<file path="config.mk">
export PLATFORM = sky130hd
export DESIGN_NAME = io_input_conditioner
export DESIGN_NICKNAME = d
export VERILOG_FILES = /design/src/rtl/io_pkg.sv /design/src/rtl/debounce_bit.sv /design/src/rtl/io_input_conditioner.sv
export SDC_FILE = /design/constraint.sdc
export NUM_CORES = 1
export LEC_CHECK = 0
export BUFFER_PORTS_ARGS = -buffer_cell sky130_fd_sc_hd__buf_2
export CAP_MARGIN = 20
export CORE_ASPECT_RATIO = 1.5
export CORE_UTILIZATION = 57
export DETAILED_ROUTE_END_ITERATION = 12
export PLACE_DENSITY = 0.77
export SETUP_SLACK_MARGIN = 0.05
export SYNTH_ARGS = -nofsm -noshare
export SYNTH_HDL_FRONTEND = slang
export SYNTH_SLANG_ARGS = --single-unit
</file>
<file path="constraint.sdc">
create_clock -name i_clk -period 2.1 [get_ports i_clk]
set_clock_uncertainty 0.2 [all_clocks]
set_input_delay 0.42 -clock i_clk [delete_from_list [all_inputs] [get_ports i_clk]]
set_output_delay 0.42 -clock i_clk [all_outputs]
set_load 0.005 [all_outputs]
</file>
<file path="src/rtl/io_pkg.sv">
// Shared widths and timing defaults for the board I/O front end.
// The processor wrapper imports this package too, so the pin widths agree on both sides.
package io_pkg;

  localparam int unsigned DEF_NUM_SW          = 32;
  localparam int unsigned DEF_NUM_BTN         = 4;
  localparam int unsigned DEF_DEBOUNCE_CYCLES = 500_000;  // 10 ms at 50 MHz

  // Width of a counter that must hold the values 0 .. cycles.
  function automatic int unsigned cnt_width(input int unsigned cycles);
    return (cycles < 1) ? 1 : $clog2(cycles + 1);
  endfunction

endpackage

</file>
<file path="src/rtl/debounce_bit.sv">
// One input bit: 2-flop synchroniser, optional polarity flip, stability counter and clean level.
// The clean level follows the synchronised input only after DEBOUNCE_CYCLES steady cycles.
module debounce_bit
  import io_pkg::*;
#(
  parameter int unsigned DEBOUNCE_CYCLES = DEF_DEBOUNCE_CYCLES,
  parameter bit          INVERT          = 1'b0
) (
  input  logic i_clk,
  input  logic i_rst_n,
  input  logic i_raw,
  output logic o_level
);

  localparam int unsigned          CNT_W    = cnt_width(DEBOUNCE_CYCLES);
  localparam logic [CNT_W-1:0]     CNT_LAST = CNT_W'(DEBOUNCE_CYCLES - 1);

  logic             s1_q, s2_q;
  logic             level;
  logic             stable_q, stable_d;
  logic [CNT_W-1:0] cnt_q, cnt_d;

  assign level = s2_q ^ INVERT;

  // The counter restarts whenever the input agrees with the clean level, so a
  // bounce shorter than the full period never reaches the terminal count.
  always_comb begin
    cnt_d    = cnt_q;
    stable_d = stable_q;
    if (level == stable_q) begin
      cnt_d = '0;
    end else if (cnt_q == CNT_LAST) begin
      stable_d = level;
      cnt_d    = '0;
    end else begin
      cnt_d = cnt_q + CNT_W'(1);
    end
  end

  always_ff @(posedge i_clk or negedge i_rst_n) begin
    if (!i_rst_n) begin
      s1_q     <= 1'b0;
      s2_q     <= 1'b0;
      cnt_q    <= '0;
      stable_q <= 1'b0;
    end else begin
      s1_q     <= i_raw;
      s2_q     <= s1_q;
      cnt_q    <= cnt_d;
      stable_q <= stable_d;
    end
  end

  assign o_level = stable_q;

endmodule

</file>
<file path="src/rtl/io_input_conditioner.sv">
// Switch/button front end: per-bit sync + debounce, button rise pulses and sticky press flags
// that firmware clears through i_evt_clr.
module io_input_conditioner
  import io_pkg::*;
#(
  parameter int unsigned NUM_SW          = DEF_NUM_SW,
  parameter int unsigned NUM_BTN         = DEF_NUM_BTN,
  parameter int unsigned DEBOUNCE_CYCLES = DEF_DEBOUNCE_CYCLES,
  parameter bit          BTN_ACTIVE_LOW  = 1'b0
) (
  input  logic               i_clk,
  input  logic               i_rst_n,
  input  logic [NUM_SW-1:0]  i_sw_raw,
  input  logic [NUM_BTN-1:0] i_btn_raw,
  input  logic [NUM_BTN-1:0] i_evt_clr,
  output logic [NUM_SW-1:0]  o_io_sw,
  output logic [NUM_BTN-1:0] o_io_btn,
  output logic [NUM_BTN-1:0] o_btn_rise,
  output logic [NUM_BTN-1:0] o_btn_evt
);

  logic [NUM_BTN-1:0] btn_stable;
  logic [NUM_BTN-1:0] btn_q;
  logic [NUM_BTN-1:0] rise_q, rise_d;
  logic [NUM_BTN-1:0] evt_q, evt_d;

  for (genvar i = 0; i < NUM_SW; i++) begin : g_sw
    debounce_bit #(
      .DEBOUNCE_CYCLES(DEBOUNCE_CYCLES),
      .INVERT         (1'b0)
    ) u_db (
      .i_clk  (i_clk),
      .i_rst_n(i_rst_n),
      .i_raw  (i_sw_raw[i]),
      .o_level(o_io_sw[i])
    );
  end

  // Active-low buttons are flipped after synchronisation so everything downstream is active-high.
  for (genvar i = 0; i < NUM_BTN; i++) begin : g_btn
    debounce_bit #(
      .DEBOUNCE_CYCLES(DEBOUNCE_CYCLES),
      .INVERT         (BTN_ACTIVE_LOW)
    ) u_db (
      .i_clk  (i_clk),
      .i_rst_n(i_rst_n),
      .i_raw  (i_btn_raw[i]),
      .o_level(btn_stable[i])
    );
  end

  // A new press sets the flag even if firmware is clearing it in the same cycle.
  always_comb begin
    rise_d = btn_stable & ~btn_q;
    evt_d  = rise_d | (evt_q & ~i_evt_clr);
  end

  always_ff @(posedge i_clk or negedge i_rst_n) begin
    if (!i_rst_n) begin
      btn_q  <= '0;
      rise_q <= '0;
      evt_q  <= '0;
    end else begin
      btn_q  <= btn_stable;
      rise_q <= rise_d;
      evt_q  <= evt_d;
    end
  end

  assign o_io_btn   = btn_stable;
  assign o_btn_rise = rise_q;
  assign o_btn_evt  = evt_q;

endmodule

</file>
; ---- Word-level counts from Yosys, hierarchy flattened
; Index checks and enable logic that the tools add are counted.
[totals]
in_bits = 42
out_inout_bits = 44
reg_bits = 804
elab_cells = 404
[classes]
add_sub_neg = 36
bitwise_logic = 41
n_reduce_logical = 36
n_eq_ne = 72
n_mux = 72
[ops]
columns = op, n
row1 = two-way mux 19 bit, 72
row2 = "adder 19 x 1 -> 19 bit, second input constant", 36
row3 = "== test 19 bit, second input constant", 36
row4 = AND reduction 2 bit, 36
row5 = == test 1 bit, 36
row6 = NOT 1 bit, 36
row7 = AND 4 bit, 2
row8 = NOT 4 bit, 2
row9 = bitwise OR 4 bit, 1

; ---- Longest topological paths before layout
; Gate-level depths: netlist of run 1.
[logic_depth]
ltp_word = 3
mapped_depth = 7
depth_no_buf = 5

; ---- Hierarchy
; A second synthesis of run 1 with hierarchy kept.
[unflattened]
hier_cells = 3804
hier_area_um2 = 39272.7
[modules_own_cells]
columns = mod, seq_area_each_um2, n_inst, area_per_inst_um2, cells_each
row1 = debounce_bit, 550.5, 36, 1079.8, 105
row2 = io_input_conditioner, 300.3, 1, 400.4, 24

; ---- Worst setup path after synthesis of run 1
; OpenSTA, ideal clock, no wires.
[synth_timing]
kind = flip-flop to flip-flop
startpoint = reg g_sw[0].u_db.cnt_q[14]
endpoint = reg g_sw[0].u_db.stable_q
path_buffers = 0
required_ns = 1.775
setup_time_ns = 0.125
synth_period_minus_slack_ns = 2.242
arrival_time_ns = 1.917
setup_slack_ns = -0.142
stages_incl_launch_ff = 5
cell_sequence = dfrtp_1 > or4_1 > or4_1 > nor2_1 > mux2_2
[synth_via]
elab_chain_cells = 2
[synth_rtl]
columns = item, line_no
row1 = from (decl), debounce_bit.sv:21  ; logic [CNT_W-1:0] cnt_q, cnt_d;
row2 = from (signal assigned), debounce_bit.sv:49  ; cnt_q <= cnt_d;
row3 = == test 19 bit, debounce_bit.sv:32  ; end else if (cnt_q == CNT_LAST) begin
row4 = AND reduction 2 bit (no source line), -
row5 = to (signal assigned), debounce_bit.sv:50  ; stable_q <= stable_d;
row6 = to (decl), debounce_bit.sv:20  ; logic stable_q, stable_d;
; No other way between the ends.
; A chain may end at the register's enable or synchronous reset.

; ---- Worst setup path after layout of run 1
[layout_timing]
startpoint = reg g_btn[0].u_db.cnt_q[5]
endpoint = reg g_btn[0].u_db.cnt_q[1]
[layout_via]
elab_chain_cells = 3
[layout_rtl]
columns = item, line_no
row1 = from (decl), debounce_bit.sv:21
row2 = from (signal assigned), debounce_bit.sv:49
row3 = == test 19 bit, debounce_bit.sv:32
row4 = two-way mux 19 bit, debounce_bit.sv:32
row5 = two-way mux 19 bit, debounce_bit.sv:30  ; if (level == stable_q) begin
row6 = via g_btn[0].u_db.cnt_d[1], debounce_bit.sv:21
; The timed path passes the listed nets, and every way through them passes these cells.

==> results.md, run 1 <==
- Clk root buf: clkbuf_16
- Crit path cell chain: or4b_4 > or4_4 > o21ai_4 > buf_6 > nor2_1
- DP Area: 43300 um2
- Async set or reset register ratio after synthesis: 100%
- N_diodes: 0
- Worst Tran Pin Value: roughly 0.54 ns
- CP Capture Type: flop
- PD cells: roughly 660 nW/um2
- Iteration-0 DRC Markers: 1815
- Synth Warn #: 0
- Vias in the first global route: approximately 31k
- Die Y-Extent: 319 um
- Syn nets: 3858
- CTS buffer count: 77
- Initial Util: 58.0%
- RSZ-0062 raised after global routing: yes
- Post-route ant nets: 0
- Total Power: 31700 uW
- Slew Viols, Final: 0
- Post-detail-place hpwl: 53400 um
- Clk buf depth: 3
- Number of synthesized flops with an enable pin: 0
- Reg clk slew, reported paths: approximately 0.060 ns
- Status: finished, violations left
- First-pass GRT wire length: roughly 140000 um
- Grt ovf: 0
- Crit-path max FO: 8
- Arrival time worst endpoint: 2.56 ns
- Initial antenna violation count: 0
- Slew headroom: 64.0%
- Vias: approximately 30k
- Synth Cell Area: 38200 um2
- Die area: 68100 um2
- VDD IR-drop max: 0.000790 V
- Largest net degree at the start of global routing: 102
- Share of cells above drive strength 1: between 20% and 30%
- CP required: 2.41 ns
- F_max: approximately 440 MHz
- DR pass1 iterations: 5
- Avg Inst Size Synth: 10.1 um2
- Max incr delay on CP: 0.58 ns
- Post-layout min period: 2.25 ns
- Synth Flop Type: dfrtp_1
- Crit Path Class: flop to flop
- Hold Vio Cnt, Final: 0
- Clk sinks: 804
- Leak: 0.0199 uW
- CP startpoint kind: flop
- # IOs: 86
- # nets final: 4490
- # fillers: 4640
- DRC errors left: 0
- P&R area growth vs syn: 24.5%
- I/O Buffers: 85
- Netlist cell types: 53
- Area of the core: 65900 um2
- Worst-Skew Late Latency: 0.63 ns
- H-tree depth: 3
- Fin area: between 40000 and 50000 um2
- Setup ws final: -0.148 ns
- #FFs+latches synth: between 800 and 900
- Crit path buffers/inverters: 1
- Register area share after synthesis: 52.6%
- Worst hold path class: input port to asynchronous set/reset pin
- WL final: 81800 um
- Final setup fails: 246
- Mapped Cells: approximately 3.8k
- Kind of cell adding the most delay to the critical path: simple AND/OR/NAND/NOR gates
- Drt wl/cell: 15.3 um
- Total track usage: 24.0%
- Routability cong.: 0.869
- WHS: 0.0982 ns
- Max_cap viols: 0
- Die Width: 213 um
- Period Utilization, post-route: 107%
- Rows: 115
- Failing checks: negative setup slack
- Slowest cell on the critical path: or4_4
- Drt via density: 5.64
- CTS tree: done
## registers in the layout, summed over array words and instances (netlist names)
| name | count |
|---|---|
| g_sw.u_db.cnt_q | 608 |
| g_btn.u_db.cnt_q | 76 |
| g_sw.u_db.level | 32 |
| g_sw.u_db.o_level | 32 |
| g_sw.u_db.s1_q | 32 |
| btn_q | 4 |
| g_btn.u_db.level | 4 |
| g_btn.u_db.o_level | 4 |
| g_btn.u_db.s1_q | 4 |
| o_btn_evt | 4 |
| o_btn_rise | 4 |
## power breakdown
part	leakage, uW	internal (uW)	switching [uW]
clock	0.00127	8450	5840
combinational	0.00769	582	844
sequential	0.0110	15700	207
## repair_timing
| action | CTS | global route |
|---|---|---|
| pin swaps | 28 | 75 |
| hold buffers | 41 | 0 |
| setup buffers | 6 | 55 |
| gates cloned | 0 | 2 |
| gates resized for setup | 61 | 160 |
| endpoints found under the hold margin | 844 | 0 |
| endpoints found under the setup margin | 267 | 457 |
## cells by family after synthesis
logic type,after synthesis,synth area share [%]
muxes,36,1.06
xor gates and xnor gates,474,10.9
AOI/OAI and AO/OA,387,6.34
adders and majority gates,36,1.18
buffers and inverters,237,2.95
and+or+nand+nor,1806,25.0
DFF,804,52.6
## cell usage in the layout, fill, tap and decap left out, types with 62 or more instances in the layout
cell type	n
nand2_1	218
xnor2_1	304
nor2_1	512
buf_4	482
nor3_1	76
xor2_1	170
or4_1	62
dfrtp_1	796
or3_1	116
buf_2	84
nor4_1	99
o21ai_0	95
clkbuf_16	79
inv_1	132
nand4_1	139
nand3_1	208
a21oi_1	136
## per-layer routing
layer / global-route usage (%) / wire (um) / vias up
li1: - / - / 14600
met1: 27.7 / 32700 / 14900
met2: 44.5 / 44600 / 451
met3: 3.25 / 2400 / 161
met4: 8.90 / 2060 / 0
met5: 0 / 0 / -
## final cells by class
class,count,area [um2],share of cell area (%)
clock buffers,117,2280,4.79
clock inverters,18,298,0.625
inverters,132,495,1.04
multi-input cells,2739,18000,37.8
flip-flops and latches,804,20100,42.3
well taps,877,1100,2.30
repair buffers,658,5310,11.2
## per-stage QoR
stage | worst slack (ns) | TNS, ns | utilization [%] | cells
2_1_floorplan | -0.0974 | -10.01 | - | 3780
3_3_place_gp | -0.123 | -5.24 | 65.8 | 5106
3_5_place_dp | -0.143 | -10.91 | 65.8 | 5106
4_1_cts | -0.111 | -14.90 | 70.7 | 5288
5_1_grt | -0.185 | -29.55 | 72.2 | 5345
6_report | -0.148 | -18.55 | 72.2 | 5345
## worst paths after layout
check | slack (ns) | endpoint | cells past startpoint | from
setup / recovery | -0.15 | g_btn[0].u_db.cnt_q[1] | 5 | g_btn[0].u_db.cnt_q[5]
min in group i_clk | 0.15 | g_sw[15].u_db.level | 0 | g_sw[15].u_db.s1_q
setup reg to reg | -0.15 | g_btn[0].u_db.cnt_q[1] | 5 | g_btn[0].u_db.cnt_q[5]
max in group asynchronous | 0.76 | g_sw[4].u_db.cnt_q[16] | 3 | i_rst_n
hold / removal | 0.1 | g_sw[16].u_db.cnt_q[18] | 2 | i_rst_n
hold reg to reg | 0.15 | g_sw[15].u_db.level | 0 | g_sw[15].u_db.s1_q
## Yosys cell counts (all sizes together) (36+ instances only)
master / count / area [um2]
a21oi: 171 / 856
and2: 37 / 231
and4: 44 / 385
buf: 71 / 503
dfrtp: 804 / 20100
ha: 36 / 450
inv: 132 / 495
mux2: 36 / 405
nand2: 219 / 822
nand3: 228 / 1140
nand4: 156 / 1080
nor2: 564 / 2120
nor3: 82 / 410
nor4: 101 / 632
o21ai: 121 / 778
o31ai: 68 / 546
or3: 133 / 832
or4: 107 / 833
xnor2: 304 / 2660
xor2: 170 / 1490
(Power assumes the default switching activity.)
==> run 2, diff against run 1 <==
--- a/config.mk
+++ b/config.mk
@@ -14,4 +14,5 @@
 export SETUP_SLACK_MARGIN = 0.05
 export SYNTH_ARGS = -nofsm -noshare
 export SYNTH_HDL_FRONTEND = slang
+export SYNTH_HIERARCHICAL = 1
 export SYNTH_SLANG_ARGS = --single-unit
==> run 2 against run 1 <==
Net effect: the run now ends clean; final area increased by 1.6%; sequential share of layout area decreased by 0.63 points; register-to-register slack improved by 0.17 ns; setup slack improved by 0.17 ns; worst hold slack improved by 0.030 ns; flip-flop and latch count unchanged; highest routed layer unchanged.
==> results.md, run 2 <==
- Status: finished, final reports clean (was finished, violations left)
- Crit Path Class: flop to flop (unchanged)
- Grt ovf: 0 (unchanged)
- Share of cells above drive strength 1: 21.8% (was 24.4%)
- Max_cap viols: 0 (unchanged)
- Worst-Skew Late Latency: 0.62 ns (was 0.63 ns)
- Reg clk slew, reported paths: 0.06 ns (about the same)
- CP required: 2.45 ns (was 2.41 ns)
- Crit path buffers/inverters: 1 (unchanged)
- GRT busiest layer: met2 (unchanged)
- Area of the core: 68100 um2 (was 65900 um2)
- # fillers: 4653 (was 4640)
- Most common cell in the synthesized netlist: dfrtp_1 (unchanged)
- Combinational Power Share: 4.9% (was 4.5%)
- Clk sinks: 804 (unchanged)
- Leak: 0.0204 uW (was 0.0199 uW)
- Slew headroom: 68.9% (was 64.0%)
- DP Area: 43100 um2 (was 43300 um2)
- Switching power: 7130 uW (was 6890 uW)
- Max incr delay on CP: 0.60 ns (was 0.58 ns)
- Commonest non-fill, non-tap cell in the layout: dfrtp_1 (unchanged)
- Met2 Use GR: 42.8% (was 44.5%)
- Vias: 29.5k (was 30.1k)
- Fin area: 48400 um2 (was 47600 um2)
- Synth top area cells: dfrtp_1 51%, xnor2_1 10%, nor2_1 6.5% (was dfrtp_1 53%, xnor2_1 7.0%, nor2_1 5.5%)
- Leading cell types in the layout, fill and taps excluded: 785 x dfrtp_1, 684 x nor2_1, 468 x xnor2_1 (was 796 x dfrtp_1, 512 x nor2_1, 482 x buf_4)
- #FFs+latches synth: 804 (unchanged)
- Total track usage: 22.5% (was 24.0%)
- Period Utilization, post-route: 99.0% (was 107%)
- Die Y-Extent: 323 um (was 319 um)
- N_diodes: 0 (unchanged)
- CTS buffer count: 78 (was 77)
- CTS tree: done (unchanged)
- Mapped Cells: 3804 (was 3780)
- Reg power frac: 49.2% (was 50.3%)
- Crit-path max FO: 4 (was 8)
- PD cells: 674 nW/um2 (was 665 nW/um2)
- Initial Util: 57.7% (was 58.0%)
- Initial antenna violation count: 0 (unchanged)
- RSZ-0062 raised after global routing: yes (unchanged)
- Largest reg by FF count: g_sw.u_db/cnt_q (was g_sw.u_db.cnt_q)
- Final setup fails: 0 (was 246)
- Biggest regs: g_sw.u_db/cnt_q x608, g_btn.u_db/cnt_q x76 (was g_sw.u_db.cnt_q x608, g_btn.u_db.cnt_q x76)
- Cell taking the most area after synthesis: dfrtp_1 (unchanged)
- CP startpoint kind: flop (unchanged)
- # IOs: 86 (unchanged)
- WL final: 80700 um (was 81800 um)
- Netlist cell types: 27 (was 53)
- Area share of the largest cell type after synthesis: 51.2% (was 52.6%)
- DR pass1 iterations: 5 (unchanged)
- Drt via density: 5.56 (was 5.64)
- Register area share after synthesis: 51.2% (was 52.6%)
- Worst Tran Pin Value: 0.466 ns (was 0.540 ns)
- Total Power: 32600 uW (was 31700 uW)
- Met1 usage: 25.7% (was 27.7%)
- F_max: 481 MHz (was 445 MHz)
- Kind of cell adding the most delay to the critical path: simple AND/OR/NAND/NOR gates (unchanged)
- Hold Vio Cnt, Final: 0 (unchanged)
- Async set or reset register ratio after synthesis: 100% (unchanged)
- P&R area growth vs syn: 23.1% (was 24.5%)
- Arrival time worst endpoint: 2.43 ns (was 2.56 ns)
- # nets final: 4425 (was 4490)
- Pint: 25500 uW (was 24800 uW)
- Iteration-0 DRC Markers: 1374 (was 1815)
- CP Capture Type: flop (unchanged)
- Largest register FFs: 608 (unchanged)
- List of most frequent post-synthesis cells: 804 x dfrtp_1, 684 x nor2_1, 468 x xnor2_1 (was 804 x dfrtp_1, 564 x nor2_1, 304 x xnor2_1)
- Avg Inst Size Synth: 10.3 um2 (was 10.1 um2)
- DRC errors left: 0 (unchanged)
- Post-route ant nets: 0 (unchanged)
- Synth Warn #: 6 (was 0)
- Vias in the first global route: 29.7k (was 30.6k)
- Die Width: 216 um (was 213 um)
- Synth Flop Type: dfrtp_1 (unchanged)
- M3 GR Usage: 3.36% (was 3.25%)
- Post-detail-place hpwl: 52900 um (was 53400 um)
- Clk buf depth: 3 (unchanged)
- Clock group share of total power: 45.9% (was 45.2%)
- Number of synthesized flops with an enable pin: 0 (unchanged)
- Largest net degree at the start of global routing: 73 (was 102)
- Syn nets: 3882 (was 3858)
- Slowest cell on the critical path: or4_4 (unchanged)
- I/O Buffers: 85 (unchanged)
- Switch share: 21.9% (was 21.8%)
- Rows: 117 (was 115)
- First-pass GRT wire length: 134000 um (was 137000 um)
- Setup_tns: 0 ns (was -18.55 ns)
- Clk root buf: clkbuf_16 (unchanged)
- Worst hold path class: input port to asynchronous set/reset pin (unchanged)
- Synth Cell Area: 39300 um2 (was 38200 um2)
- Routability cong.: 0.880 (was 0.869)
- Crit path cell chain: buf_6 > nand4_1 > or4_4 > or3_1 > a21oi_1 (was or4b_4 > or4_4 > o21ai_4 > buf_6 > nor2_1)
- Slew Viols, Final: 0 (unchanged)
- Post-layout min period: 2.08 ns (was 2.25 ns)
- VDD IR-drop max: 0.000702 V (was 0.000790 V)
- Die area: 70000 um2 (was 68100 um2)
- Drt wl/cell: 15.2 um (was 15.3 um)
- H-tree depth: 3 (unchanged)
## run 2: logic make-up after synthesis
logic type / after synthesis / share of synthesized area (%)
compound gates: 220 / 4.89
xor+xnor: 540 / 12.0
fa+ha+maj: 36 / 1.15
buf+inv: 256 / 2.91
flops: 804 / 51.2
mux: 72 / 1.95
simple gates: 1876 / 25.8
## run 2: power by group through the flow
| stage | Sequential [uW] | Combinational [uW] | Clock [uW] |
|---|---|---|---|
| finish | 16000 | 1610 | 15000 |
| global route | 16100 | 1820 | 16000 |
| CTS | 16000 | 1500 | 15400 |
| detailed placement | 16300 | 1370 | 0 |
| global placement | 16200 | 1330 | 0 |
| floorplan | 16200 | 715 | 0 |
## run 2: worst paths after layout
check,slack [ns],depth (start not counted),from,to
setup / recovery,0.02,5,g_btn[2].u_db/cnt_q[10],g_btn[2].u_db/cnt_q[18]
hold / removal,0.13,2,i_rst_n,g_sw[2].u_db/cnt_q[8]
max in group asynchronous,0.74,3,i_rst_n,g_sw[11].u_db/cnt_q[1]
setup reg to reg,0.02,5,g_btn[2].u_db/cnt_q[10],g_btn[2].u_db/cnt_q[18]
min in group i_clk,0.15,0,g_sw[7].u_db/s1_q,g_sw[7].u_db/level
hold reg to reg,0.15,0,g_sw[7].u_db/s1_q,g_sw[7].u_db/level
## run 2: area by class of cell
cell class                      count  area (um2)  share of cell area [%]
Sequential cell                   804       20100                    41.7
Multi-Input combinational cell   2744       19400                    40.1
Timing Repair Buffer              535        4260                    8.81
Clock buffer                      109        2290                    4.74
Tap cell                          892        1120                    2.31
Inverter                          184         691                    1.43
Clock inverter                     37         485                    1.00
## run 2: repair_timing
action                                 in CTS  in global routing
gates cloned                                0                  4
setup endpoints to repair                  71                388
setup buffers                               8                 78
resized for setup                          52                172
pin swaps                                  11                165
endpoints found under the hold margin     633                  0
hold buffers                               41                  0
## run 2: layer usage
metal  vias up  share of wire [%]
li1      14300                  -
met1     14600                 40
met2       458                 55
met3       165                3.1
met4         0                2.3
met5         -                  0
## run 2: through the flow
step                      util (%)  worst slack, ns  cells  hold WS, ns
after global placement        63.3           0.0106   5028        0.132
after floorplan                  -           0.0548   3804      -0.0756
after CTS                     68.7           0.0247   5223       0.0929
after detailed placement      63.3          -0.0651   5028        0.135
after global routing          71.0          -0.0539   5305        0.105
final                         71.0           0.0202   5305        0.128
## run 2: worst reg2reg max path, stage by stage (launching register included)
cell,delay (ns)
dfrtp_1,0.38
buf_6,0.12
nand4_1,0.21
or4_4,0.60
or3_1,0.33
a21oi_1,0.15
